File: src/rtl/tdm_link_mux.sv
// tdm_link_mux: N-channel TDM / round-robin link multiplexer plus registered link demultiplexer
// Ports:
//   clk, rst_n              sole clock (rising edge), asynchronous active-low reset
//   i_enable                1 = transmit scanner runs, 0 = freeze pointer and link word
//   i_mode                  0 = fixed-slot TDM, 1 = work-conserving round-robin
//   i_ch_in, i_ch_valid     transmit channels, channel i at bits [i*W +: W]
//   o_ch_ready              combinational one-hot accept for the granted channel
//   o_link_data/sel/valid   registered link word, its channel index and transfer flag
//   i_rx_data/sel/valid     received link word, channel index and valid
//   o_ch_out, o_ch_strobe   registered per-channel hold registers and one-cycle update pulses
//   o_err_count             saturating count of received words whose index is >= N
module tdm_link_mux #(
   parameter int N = 4,
   parameter int W = 4,
   localparam int SELW = (N > 2) ? $clog2(N) : 1
) (
   input  logic            clk,
   input  logic            rst_n,
   input  logic            i_enable,
   input  logic            i_mode,
   input  logic [N*W-1:0]  i_ch_in,
   input  logic [N-1:0]    i_ch_valid,
   output logic [N-1:0]    o_ch_ready,
   output logic [W-1:0]    o_link_data,
   output logic [SELW-1:0] o_link_sel,
   output logic            o_link_valid,
   input  logic [W-1:0]    i_rx_data,
   input  logic [SELW-1:0] i_rx_sel,
   input  logic            i_rx_valid,
   output logic [N*W-1:0]  o_ch_out,
   output logic [N-1:0]    o_ch_strobe,
   output logic [7:0]      o_err_count
);
   logic [SELW-1:0] r_ptr;
   logic [W-1:0]    r_link_data;
   logic [SELW-1:0] r_link_sel;
   logic            r_link_valid;
   logic [N*W-1:0]  r_ch_out;
   logic [N-1:0]    r_ch_strobe;
   logic [7:0]      r_err_count;
   logic [SELW-1:0] w_grant;
   logic            w_grant_vld;
   logic            w_xfer;
   logic [W-1:0]    w_grant_data;
   logic [SELW-1:0] w_ptr_nxt;
   logic            w_rx_ok;

   function automatic logic [SELW-1:0] wrap_inc(input logic [SELW-1:0] x);
      return (x == SELW'(N - 1)) ? '0 : x + SELW'(1);
   endfunction

   always_comb begin
      logic [SELW:0] idx;
      w_grant_vld = 1'b0;
      w_grant     = r_ptr;
      idx         = '0;
      if (i_mode) begin
         // Scan from the far end back toward r_ptr so the nearest requester wins last
         for (int k = N - 1; k >= 0; k--) begin
            idx = {1'b0, r_ptr} + (SELW+1)'(k);
            if (idx >= (SELW+1)'(N)) idx = idx - (SELW+1)'(N);
            if (i_ch_valid[idx[SELW-1:0]]) begin
               w_grant_vld = 1'b1;
               w_grant     = idx[SELW-1:0];
            end
         end
      end else begin
         w_grant_vld = i_ch_valid[r_ptr];
      end
   end

   // rst_n gates the handshake so no source sees an accept while reset is held
   assign w_xfer = rst_n & i_enable & w_grant_vld;

   always_comb begin
      o_ch_ready   = '0;
      w_grant_data = '0;
      for (int i = 0; i < N; i++) begin
         if (w_grant == SELW'(i)) w_grant_data = i_ch_in[i*W +: W];
      end
      if (w_xfer) o_ch_ready[w_grant] = 1'b1;
   end

   assign w_ptr_nxt = !i_enable   ? r_ptr :
                      !i_mode     ? wrap_inc(r_ptr) :
                      w_grant_vld ? wrap_inc(w_grant) : r_ptr;

   always_ff @(posedge clk or negedge rst_n) begin
      if (!rst_n) begin
         r_ptr        <= '0;
         r_link_data  <= '0;
         r_link_sel   <= '0;
         r_link_valid <= 1'b0;
      end else begin
         r_ptr        <= w_ptr_nxt;
         r_link_valid <= w_xfer;
         if (w_xfer) begin
            r_link_data <= w_grant_data;
            r_link_sel  <= w_grant;
         end else if (i_enable && !i_mode) begin
            // An idle fixed slot still advertises which slot went by
            r_link_sel  <= r_ptr;
         end
      end
   end

   assign w_rx_ok = ({1'b0, i_rx_sel} < (SELW+1)'(N));

   always_ff @(posedge clk or negedge rst_n) begin
      if (!rst_n) begin
         r_ch_out    <= '0;
         r_ch_strobe <= '0;
         r_err_count <= '0;
      end else begin
         r_ch_strobe <= '0;
         if (i_rx_valid && w_rx_ok) begin
            for (int i = 0; i < N; i++) begin
               if (i_rx_sel == SELW'(i)) begin
                  r_ch_out[i*W +: W] <= i_rx_data;
                  r_ch_strobe[i]     <= 1'b1;
               end
            end
         end else if (i_rx_valid && r_err_count != 8'hFF) begin
            r_err_count <= r_err_count + 8'd1;
         end
      end
   end

   assign o_link_data  = r_link_data;
   assign o_link_sel   = r_link_sel;
   assign o_link_valid = r_link_valid;
   assign o_ch_out     = r_ch_out;
   assign o_ch_strobe  = r_ch_strobe;
   assign o_err_count  = r_err_count;
endmodule

File: config.mk
export PLATFORM = sky130hd
export DESIGN_NAME = tdm_link_mux
export DESIGN_NICKNAME = d
export VERILOG_FILES = /design/src/rtl/tdm_link_mux.sv
export SDC_FILE = /design/constraint.sdc
export NUM_CORES = 1
export LEC_CHECK = 0
export CAP_MARGIN = 10
export CORE_MARGIN = 3
export CORE_UTILIZATION = 45
export CTS_CLUSTER_DIAMETER = 200
export CTS_CLUSTER_SIZE = 20
export DETAILED_ROUTE_END_ITERATION = 10
export GPL_ROUTABILITY_DRIVEN = 0
export HOLD_SLACK_MARGIN = 0.15
export PLACE_DENSITY = 0.8
export RECOVER_POWER = 25
export SETUP_SLACK_MARGIN = 0.5
export SLEW_MARGIN = 20
export SYNTH_ARGS = -nofsm -noshare
export SYNTH_HDL_FRONTEND = slang
export SYNTH_SLANG_ARGS = --single-unit
File: constraint.sdc
create_clock -name clk -period 3.8 [get_ports clk]
set_clock_uncertainty 0.2 [all_clocks]
set_input_delay 0.57 -clock clk [delete_from_list [all_inputs] [get_ports clk]]
set_output_delay 0.57 -clock clk [all_outputs]
set_load 0.05 [all_outputs]
==> metrics.txt, run 1 <==
# TYPE chip_impl_metric gauge
chip_impl_info{name="tritoncts",value="built"} 1
chip_impl_metric{name="report.final.slew_viol_count",unit=""} 38
chip_impl_info{name="yosys.cell_count.top_type",value="sky130_fd_sc_hd__dfrtp_1"} 1
chip_impl_metric{name="grt.total_usage",unit=""} 0.179
chip_impl_metric{name="synth-seq-area-share",unit=""} 0.458
chip_impl_metric{name="synth.avg_cell_area",unit="sq um"} 11.3
chip_impl_metric{name="final.setup.worst_slack",unit="ns"} 0.507
chip_impl_metric{name="crit_arrival",unit="ns"} 2.52
chip_impl_info{name="critical_path.reg2reg.startpoint",value="r_ptr[1]"} 1
chip_impl_metric{name="cts_buffer_depth",unit=""} 2
chip_impl_metric{name="synth_top_area_frac",unit=""} 0.458
chip_impl_metric{name="worst_skew_pair.late_latency",unit="ns"} 0.28
chip_impl_metric{name="synth-warning-count",unit=""} 0
chip_impl_info{name="synth_area_leader_cell",value="sky130_fd_sc_hd__dfrtp_1"} 1
chip_impl_info{name="crit_path_end",value="o_ch_ready[0]"} 1
chip_impl_info{name="ys_dominant_reg_cell",value="sky130_fd_sc_hd__dfrtp_1"} 1
chip_impl_metric{name="dr_total_vias",unit=""} 1596
chip_impl_metric{name="tritonroute_pass_1_iters",unit=""} 4
chip_impl_metric{name="wl_per_cell",unit="microns"} 15.9
chip_impl_metric{name="post_synth_inst_count",unit=""} 179
chip_impl_metric{name="fin_setup_tns",unit="ns"} 0
chip_impl_metric{name="timing.critical_path.required",unit="ns"} 3.03
chip_impl_metric{name="die_area",unit="sq mm"} 0.00534
chip_impl_metric{name="initial_utilization",unit=""} 0.485
chip_impl_info{name="cts.root.buffer_cell",value="sky130_fd_sc_hd__clkbuf_8"} 1
chip_impl_metric{name="switchingPower",unit="uW"} 906
chip_impl_metric{name="sequentialPowerShare",unit=""} 0.229
chip_impl_metric{name="power_density",unit="mW/mm^2"} 738
chip_impl_metric{name="cts_sinks",unit=""} 37
chip_impl_info{name="post_synth_most_frequent_cells",value="37 x sky130_fd_sc_hd__dfrtp_1, 18 x sky130_fd_sc_hd__mux2_2, 13 x sky130_fd_sc_hd__nand2_1"} 1
chip_impl_metric{name="ant_nets",unit=""} 0
chip_impl_metric{name="iteration_0_drc_count_of_the_detailed_router",unit=""} 54
chip_impl_metric{name="timing.slew.headroom",unit=""} -0.282
chip_impl_metric{name="place.detailed.hpwl",unit="microns"} 3400
chip_impl_metric{name="tightest_slew",unit="ns"} 1.92
chip_impl_info{name="crit_start",value="r_ptr[1]"} 1
chip_impl_metric{name="instances_no_fill",unit=""} 299
chip_impl_metric{name="mapped_nets",unit=""} 215
chip_impl_metric{name="fillerInstances",unit=""} 305
chip_impl_metric{name="die_width",unit="microns"} 73.1
chip_impl_info{name="timing.setup.critical_path_class",value="flip-flop to output port"} 1
chip_impl_metric{name="post-route-min-period",unit="ns"} 3.29
chip_impl_metric{name="post_synthesis_instance_area",unit="sq mm"} 0.00202
chip_impl_metric{name="clkTransAtPathRegs",unit="ns"} 0.07
chip_impl_metric{name="route.detailed.vias_per_inst",unit=""} 5.34
chip_impl_metric{name="fraction_of_layout_cells_with_a_size_suffix_above_1",unit=""} 0.305
chip_impl_info{name="cp-start-kind",value="flip-flop"} 1
chip_impl_metric{name="fmax",unit="GHz"} 0.304
chip_impl_info{name="failed_checks",value="max-capacitance violations, max-slew violations"} 1
chip_impl_info{name="critical_path_cell_by_cell",value="ha_4 > mux2_4 > o32a_4 > or2_4 > nand2_1 > ha_2 > and2_4 > buf_12"} 1
chip_impl_metric{name="power_frac_comb",unit=""} 0.595
chip_impl_metric{name="post-route-drc-count",unit=""} 0
chip_impl_metric{name="critical_path.max_fanout",unit=""} 5
chip_impl_metric{name="reported_leakage_power",unit="nW"} 1.32
chip_impl_metric{name="hold_violations",unit=""} 0
chip_impl_metric{name="antenna_found_initial",unit=""} 0
chip_impl_metric{name="fin_crit_sh",unit=""} 0.866
chip_impl_metric{name="power.share.switching",unit=""} 0.404
chip_impl_metric{name="die_h",unit="microns"} 73.1
chip_impl_info{name="rsz0062_at_grt",value="yes"} 1
chip_impl_metric{name="number_of_diodes_added_for_antenna_fixing",unit=""} 0
chip_impl_metric{name="syn_to_final_growth",unit="%"} 50.2
chip_impl_metric{name="number_of_global_route_vias_before_repair",unit=""} 1477
chip_impl_metric{name="drt_wl_total",unit="microns"} 4750
chip_impl_info{name="worstSetupEndpointType",value="output port"} 1
chip_impl_metric{name="core_area",unit="sq mm"} 0.00417
chip_impl_metric{name="netlist-cell-type-count",unit=""} 46
chip_impl_metric{name="fin_nets",unit=""} 284
chip_impl_metric{name="dp_worst_setup_slack",unit="ns"} 0.130
chip_impl_metric{name="maximum_number_of_pins_on_one_net_before_global_route_repair",unit=""} 38
chip_impl_metric{name="final_core_utilization",unit=""} 0.728
chip_impl_info{name="critPathSlowestCell",value="sky130_fd_sc_hd__dfrtp_1"} 1
chip_impl_metric{name="internal_power",unit="mW"} 1.34
chip_impl_metric{name="wire_length_of_the_first_global_routing_pass",unit="microns"} 7310
chip_impl_metric{name="tritoncts.num_buffers",unit=""} 5
chip_impl_metric{name="reg2regPathDepth",unit=""} 11
chip_impl_metric{name="synth_enable_flop_cells",unit=""} 0
chip_impl_metric{name="p_clk_frac",unit=""} 0.176
chip_impl_metric{name="vdd_ir_drop_max",unit="mV"} 0.398
chip_impl_metric{name="boundaryPins",unit=""} 70
chip_impl_metric{name="gr-total-overflow",unit=""} 0
chip_impl_info{name="yosys-top-cells-area",value="sky130_fd_sc_hd__dfrtp_1 46%, sky130_fd_sc_hd__mux2_2 10%, sky130_fd_sc_hd__mux2_4 4.5%, sky130_fd_sc_hd__ha_1 3.1%, sky130_fd_sc_hd__mux2i_1 3.0%"} 1
chip_impl_metric{name="portBuffers",unit=""} 69
chip_impl_metric{name="placement_rows",unit=""} 23
chip_impl_metric{name="postSynthRegisterBits",unit=""} 37
chip_impl_metric{name="reg2reg_slack",unit="ns"} 0.90
chip_impl_info{name="worst_r2r_endpoint",value="o_link_data[0]"} 1
chip_impl_info{name="worst_hold_path_type",value="flip-flop to flip-flop"} 1
chip_impl_metric{name="total_instance_count_after_detailed_placement",unit=""} 285
chip_impl_metric{name="h-tree-depth",unit=""} 2
chip_impl_metric{name="setup-violations-final",unit=""} 0
chip_impl_metric{name="drv.max_cap_violation_count",unit=""} 1
chip_impl_metric{name="ys_async_sr_fraction",unit=""} 1.00
chip_impl_info{name="result_of_the_run",value="complete, but fails checks"} 1
chip_impl_metric{name="critical_path.max_stage_delay",unit="ns"} 0.42
chip_impl_metric{name="count_of_hold_fix_buffers_inserted_at_cts",unit=""} 0
## worst min path at each step
| stage | slack (ns) | start | end | depth (start not counted) |
|---|---|---|---|---|
| detailed placement | 0.17 | o_err_count[1] | o_err_count[1] | 0 |
| global placement | 0.16 | o_err_count[7] | o_err_count[7] | 0 |
| CTS | 0.18 | o_err_count[6] | o_err_count[6] | 0 |
| floorplan | 0.07 | rst_n | o_ch_out[0] | 0 |
| global route | 0.19 | o_err_count[7] | o_err_count[7] | 0 |
| finish | 0.18 | o_err_count[7] | o_err_count[7] | 0 |
## cell type report
type                       count  area (sq um)  area share
clock buffer                   5          68.8      0.0226
clock inverter                 3          65.1      0.0214
inverter                       8          30.0     0.00988
multi-input combinational    116          1080       0.356
sequential                    37           926       0.305
tap                           50          62.6      0.0206
timing repair buffer          80           805       0.265
## power groups by stage
stage                     sequential, mW  combinational [mW]  clock, mW
after detailed placement           0.515                1.14          0
after global placement             0.513                1.14          0
after CTS                          0.513                1.26      0.405
final                              0.514                1.33      0.395
after global routing               0.525                1.41      0.419
after floorplan                    0.748               0.587          0
## registers in the layout, indices dropped and copies added (netlist names)
signal and flops:
o_ch_strobe 4, o_link_data 4, o_link_valid 1, r_ptr 2, o_link_sel 2, o_ch_out 16, o_err_count 8
## logic make-up after synthesis
logic type	after synthesis	synth area share
DFF	37	0.458
and+or+nand+nor	46	0.135
muxes	32	0.187
buffers and inverters	26	0.0618
AOI/OAI and AO/OA	33	0.127
adders and majority gates	5	0.0309
## layer usage
| layer | GRT usage | part of all wire |
|---|---|---|
| met2 | 0.277 | 0.47 |
| met3 | 0.0510 | 0.072 |
| met5 | 0 | 0 |
| met4 | 0.0615 | 0.011 |
| met1 | 0.239 | 0.45 |
## placed cells by master, fill, tap and decap left out, drive strengths merged
cell type	Yosys	routed
clkdlybuf4s50	0	59
dfrtp	37	37
mux2	25	25
buf	7	14
nand2	13	13
a21oi	9	9
o21ai	9	9
nor2	7	7
mux2i	7	7
inv	7	7
clkbuf	11	7
nand3b	6	6
dlygate4sd2	0	5
and2	5	5
ha	5	5
a221oi	4	4
nor3b	3	3
nand2b	3	3
o21a	2	2
bufinv	0	2
nor3	2	2
clkinv	1	2
o211ai	2	2
nor4b	1	1
o32a	1	1
or2	1	1
o22ai	1	1
a311oi	1	1
a2bb2oi	1	1
and4bb	1	1
and3	1	1
or4	1	1
nand3	1	1
o41ai	1	1
a22oi	1	1
o31ai	1	1
nor2b	1	1
## timing repair
item,4_1_cts,5_1_grt
resized for setup,18,11
setup endpoints to repair,4,4
endpoints found under the hold margin,0,0
buffers inserted,4,2
pin swaps,2,2
cloned,0,0
## through the flow
| stage | hold WS [ns] | power [mW] | instance area, sq um |
|---|---|---|---|
| floorplan | 0.0744 | 1.34 | 2030 |
| global placement | 0.164 | 1.65 | 2760 |
| detailed placement | 0.167 | 1.66 | 2760 |
| CTS | 0.184 | 2.18 | 2980 |
| global route | 0.193 | 2.36 | 3040 |
| finish | 0.178 | 2.24 | 3040 |
## worst max-delay path: cells and delay by family (launching register included)
kind	cells	cell delay [ns]
fa+ha+maj	2	0.54
simple gates	3	0.52
mux	1	0.30
flops	1	0.42
compound gates	1	0.32
buf+inv	1	0.13
No activity file was read; power rests on OpenSTA's default activity.
==> run 2: changes to the inputs <==
Settings changed: CORE_ASPECT_RATIO set to 1.25, CTS_CLUSTER_DIAMETER 200 to unset.
==> metrics.txt, run 2 (synthesis gave the netlist of run 1 again) <==
# TYPE chip_impl_metric gauge
chip_impl_info{name="worst_hold_path_type",value="flip-flop to flip-flop"} 1
chip_impl_metric{name="reg2regPathDepth",unit=""} 12
chip_impl_metric{name="critical_path.max_stage_delay",unit="ns"} 0.41
chip_impl_metric{name="critical_path.max_fanout",unit=""} 4
chip_impl_metric{name="total_instance_count_after_detailed_placement",unit=""} 293
chip_impl_info{name="kind_of_cell_with_the_highest_combined_delay_on_the_critical_path",value="simple AND/OR/NAND/NOR gates"} 1
chip_impl_info{name="cts.root.buffer_cell",value="sky130_fd_sc_hd__clkbuf_8"} 1
chip_impl_info{name="critical_path_cell_by_cell",value="ha_4 > mux2_4 > o32a_4 > or2_4 > and2_4 > ha_4 > and2_4 > buf_12"} 1
chip_impl_metric{name="wire_length_of_the_first_global_routing_pass",unit="microns"} 7310
chip_impl_metric{name="wl_per_cell",unit="microns"} 15.6
chip_impl_metric{name="syn_to_final_growth",unit="%"} 51.8
chip_impl_metric{name="largest_register_ff_count",unit=""} 16
chip_impl_metric{name="instances_no_fill",unit=""} 312
chip_impl_info{name="timing.setup.critical_path_class",value="flip-flop to output port"} 1
chip_impl_metric{name="h-tree-depth",unit=""} 2
chip_impl_metric{name="tightest_slew",unit="ns"} 1.62
chip_impl_metric{name="die_area",unit="sq mm"} 0.00534
chip_impl_info{name="critPathSlowestCell",value="sky130_fd_sc_hd__dfrtp_1"} 1
chip_impl_metric{name="fraction_of_layout_cells_with_a_size_suffix_above_1",unit=""} 0.328
chip_impl_info{name="rsz0062_at_grt",value="yes"} 1
chip_impl_metric{name="hold_violations",unit=""} 0
chip_impl_info{name="result_of_the_run",value="complete, but fails checks"} 1
chip_impl_metric{name="maximum_number_of_pins_on_one_net_before_global_route_repair",unit=""} 33
chip_impl_metric{name="iteration_0_drc_count_of_the_detailed_router",unit=""} 59
chip_impl_metric{name="vdd_ir_drop_max",unit="mV"} 0.406
chip_impl_metric{name="dr_total_vias",unit=""} 1607
chip_impl_metric{name="number_of_global_route_vias_before_repair",unit=""} 1560
chip_impl_metric{name="worst_skew_pair.late_latency",unit="ns"} 0.29
chip_impl_metric{name="initial_utilization",unit=""} 0.482
chip_impl_metric{name="fin_nets",unit=""} 291
chip_impl_metric{name="route.detailed.vias_per_inst",unit=""} 5.15
chip_impl_metric{name="core_area",unit="sq mm"} 0.00420
chip_impl_metric{name="timing.critical_path.required",unit="ns"} 3.03
chip_impl_metric{name="clkTransAtPathRegs",unit="ns"} 0.08
chip_impl_metric{name="place.detailed.hpwl",unit="microns"} 3460
chip_impl_metric{name="gr-total-overflow",unit=""} 0
chip_impl_metric{name="min_path_cells",unit=""} 0
chip_impl_metric{name="cts_sinks",unit=""} 37
chip_impl_metric{name="antenna_found_initial",unit=""} 0
chip_impl_metric{name="fin_setup_tns",unit="ns"} 0
chip_impl_info{name="worstSetupEndpointType",value="output port"} 1
chip_impl_metric{name="power_density",unit="mW/mm^2"} 711
chip_impl_metric{name="fin_area",unit="sq mm"} 0.00307
chip_impl_metric{name="dp_worst_setup_slack",unit="ns"} 0.133
chip_impl_info{name="failed_checks",value="max-capacitance violations, max-slew violations"} 1
chip_impl_metric{name="die_h",unit="microns"} 81.0
chip_impl_metric{name="boundaryPins",unit=""} 70
chip_impl_metric{name="fin_crit_sh",unit=""} 0.867
chip_impl_info{name="cp-start-kind",value="flip-flop"} 1
chip_impl_metric{name="portBuffers",unit=""} 69
chip_impl_metric{name="cts_buffer_depth",unit=""} 2
chip_impl_metric{name="setup-violations-final",unit=""} 0
chip_impl_metric{name="ant_nets",unit=""} 0
chip_impl_metric{name="timing.slew.headroom",unit=""} -0.0797
chip_impl_metric{name="drv.max_cap_violation_count",unit=""} 1
chip_impl_metric{name="tritonroute_pass_1_iters",unit=""} 4
chip_impl_metric{name="post-route-drc-count",unit=""} 0
chip_impl_metric{name="grt.total_usage",unit=""} 0.180
chip_impl_metric{name="post-route-min-period",unit="ns"} 3.29
chip_impl_metric{name="final.setup.worst_slack",unit="ns"} 0.507
chip_impl_metric{name="die_width",unit="microns"} 66.0
chip_impl_metric{name="worstSetupPathDepth",unit=""} 8
chip_impl_metric{name="tritoncts.num_buffers",unit=""} 5
chip_impl_info{name="mostFrequentLayoutCell",value="sky130_fd_sc_hd__clkdlybuf4s50_1"} 1
chip_impl_metric{name="post_dp_cell_area",unit="sq mm"} 0.00278
chip_impl_metric{name="crit_arrival",unit="ns"} 2.52
chip_impl_metric{name="drt_wl_total",unit="microns"} 4860
chip_impl_metric{name="reported_leakage_power",unit="nW"} 1.34
chip_impl_metric{name="fmax",unit="GHz"} 0.304
chip_impl_info{name="tritoncts",value="built"} 1
chip_impl_info{name="mostFrequentLayoutCells",value="58 x sky130_fd_sc_hd__clkdlybuf4s50_1, 37 x sky130_fd_sc_hd__dfrtp_1, 18 x sky130_fd_sc_hd__mux2_2, 14 x sky130_fd_sc_hd__buf_4, 12 x sky130_fd_sc_hd__nand2_1"} 1
chip_impl_metric{name="crit_buf_inv",unit=""} 1
chip_impl_metric{name="number_of_diodes_added_for_antenna_fixing",unit=""} 0
chip_impl_metric{name="holdWs",unit="ns"} 0.175
chip_impl_metric{name="report.final.slew_viol_count",unit=""} 33
chip_impl_metric{name="placement_rows",unit=""} 26
-- run 2: stage by stage --
stage               power (mW)   util
finish                    2.18  0.732
CTS                       2.05  0.710
floorplan                 1.34      -
global placement          1.63  0.662
detailed placement        1.65  0.662
global route              2.31  0.732
-- run 2: layout make-up --
class	instances	area (sq um)
clock buffers	6	82.6
clock inverters	2	13.8
fillers	286	1120
inverters	8	30.0
multi-input cells	116	1090
flip-flops and latches	37	926
well taps	56	70.1
repair buffers	87	860
-- run 2: path summary, 6_finish.rpt --
| path | endpoint | from | slack, ns |
|---|---|---|---|
| worst max-delay path | o_ch_ready[1] | r_ptr[0] | 0.51 |
| worst max register to register | o_link_data[2] | r_ptr[0] | 0.74 |
| worst min register to register | o_err_count[1] | o_err_count[1] | 0.17 |
| worst min-delay path | o_err_count[1] | o_err_count[1] | 0.17 |
| max in group asynchronous | o_link_data[2] | rst_n | 1.00 |
| min in group asynchronous | o_link_sel[0] | rst_n | 0.56 |
-- run 2: power by group --
part | switching (mW) | internal [mW]
Combinational | 0.748 | 0.639
Sequential | 0.0439 | 0.471
Clock | 0.136 | 0.147
Total | 0.928 | 1.26
-- run 2: timing repair --
action,in CTS,in global routing
gates resized for setup,19,12
endpoints found under the hold margin,5,0
buffers inserted,4,6
hold buffers,1,0
pin swaps,1,5
endpoints found under the setup margin,4,4
-- run 2: per-layer routing --
metal | global-route usage | wire length [microns] | up-vias
li1 | - | - | 783
met1 | 0.209 | 2000 | 762
met2 | 0.327 | 2540 | 55
met3 | 0.0346 | 223 | 7
met4 | 0.0610 | 99 | 0
met5 | 0 | 0 | -
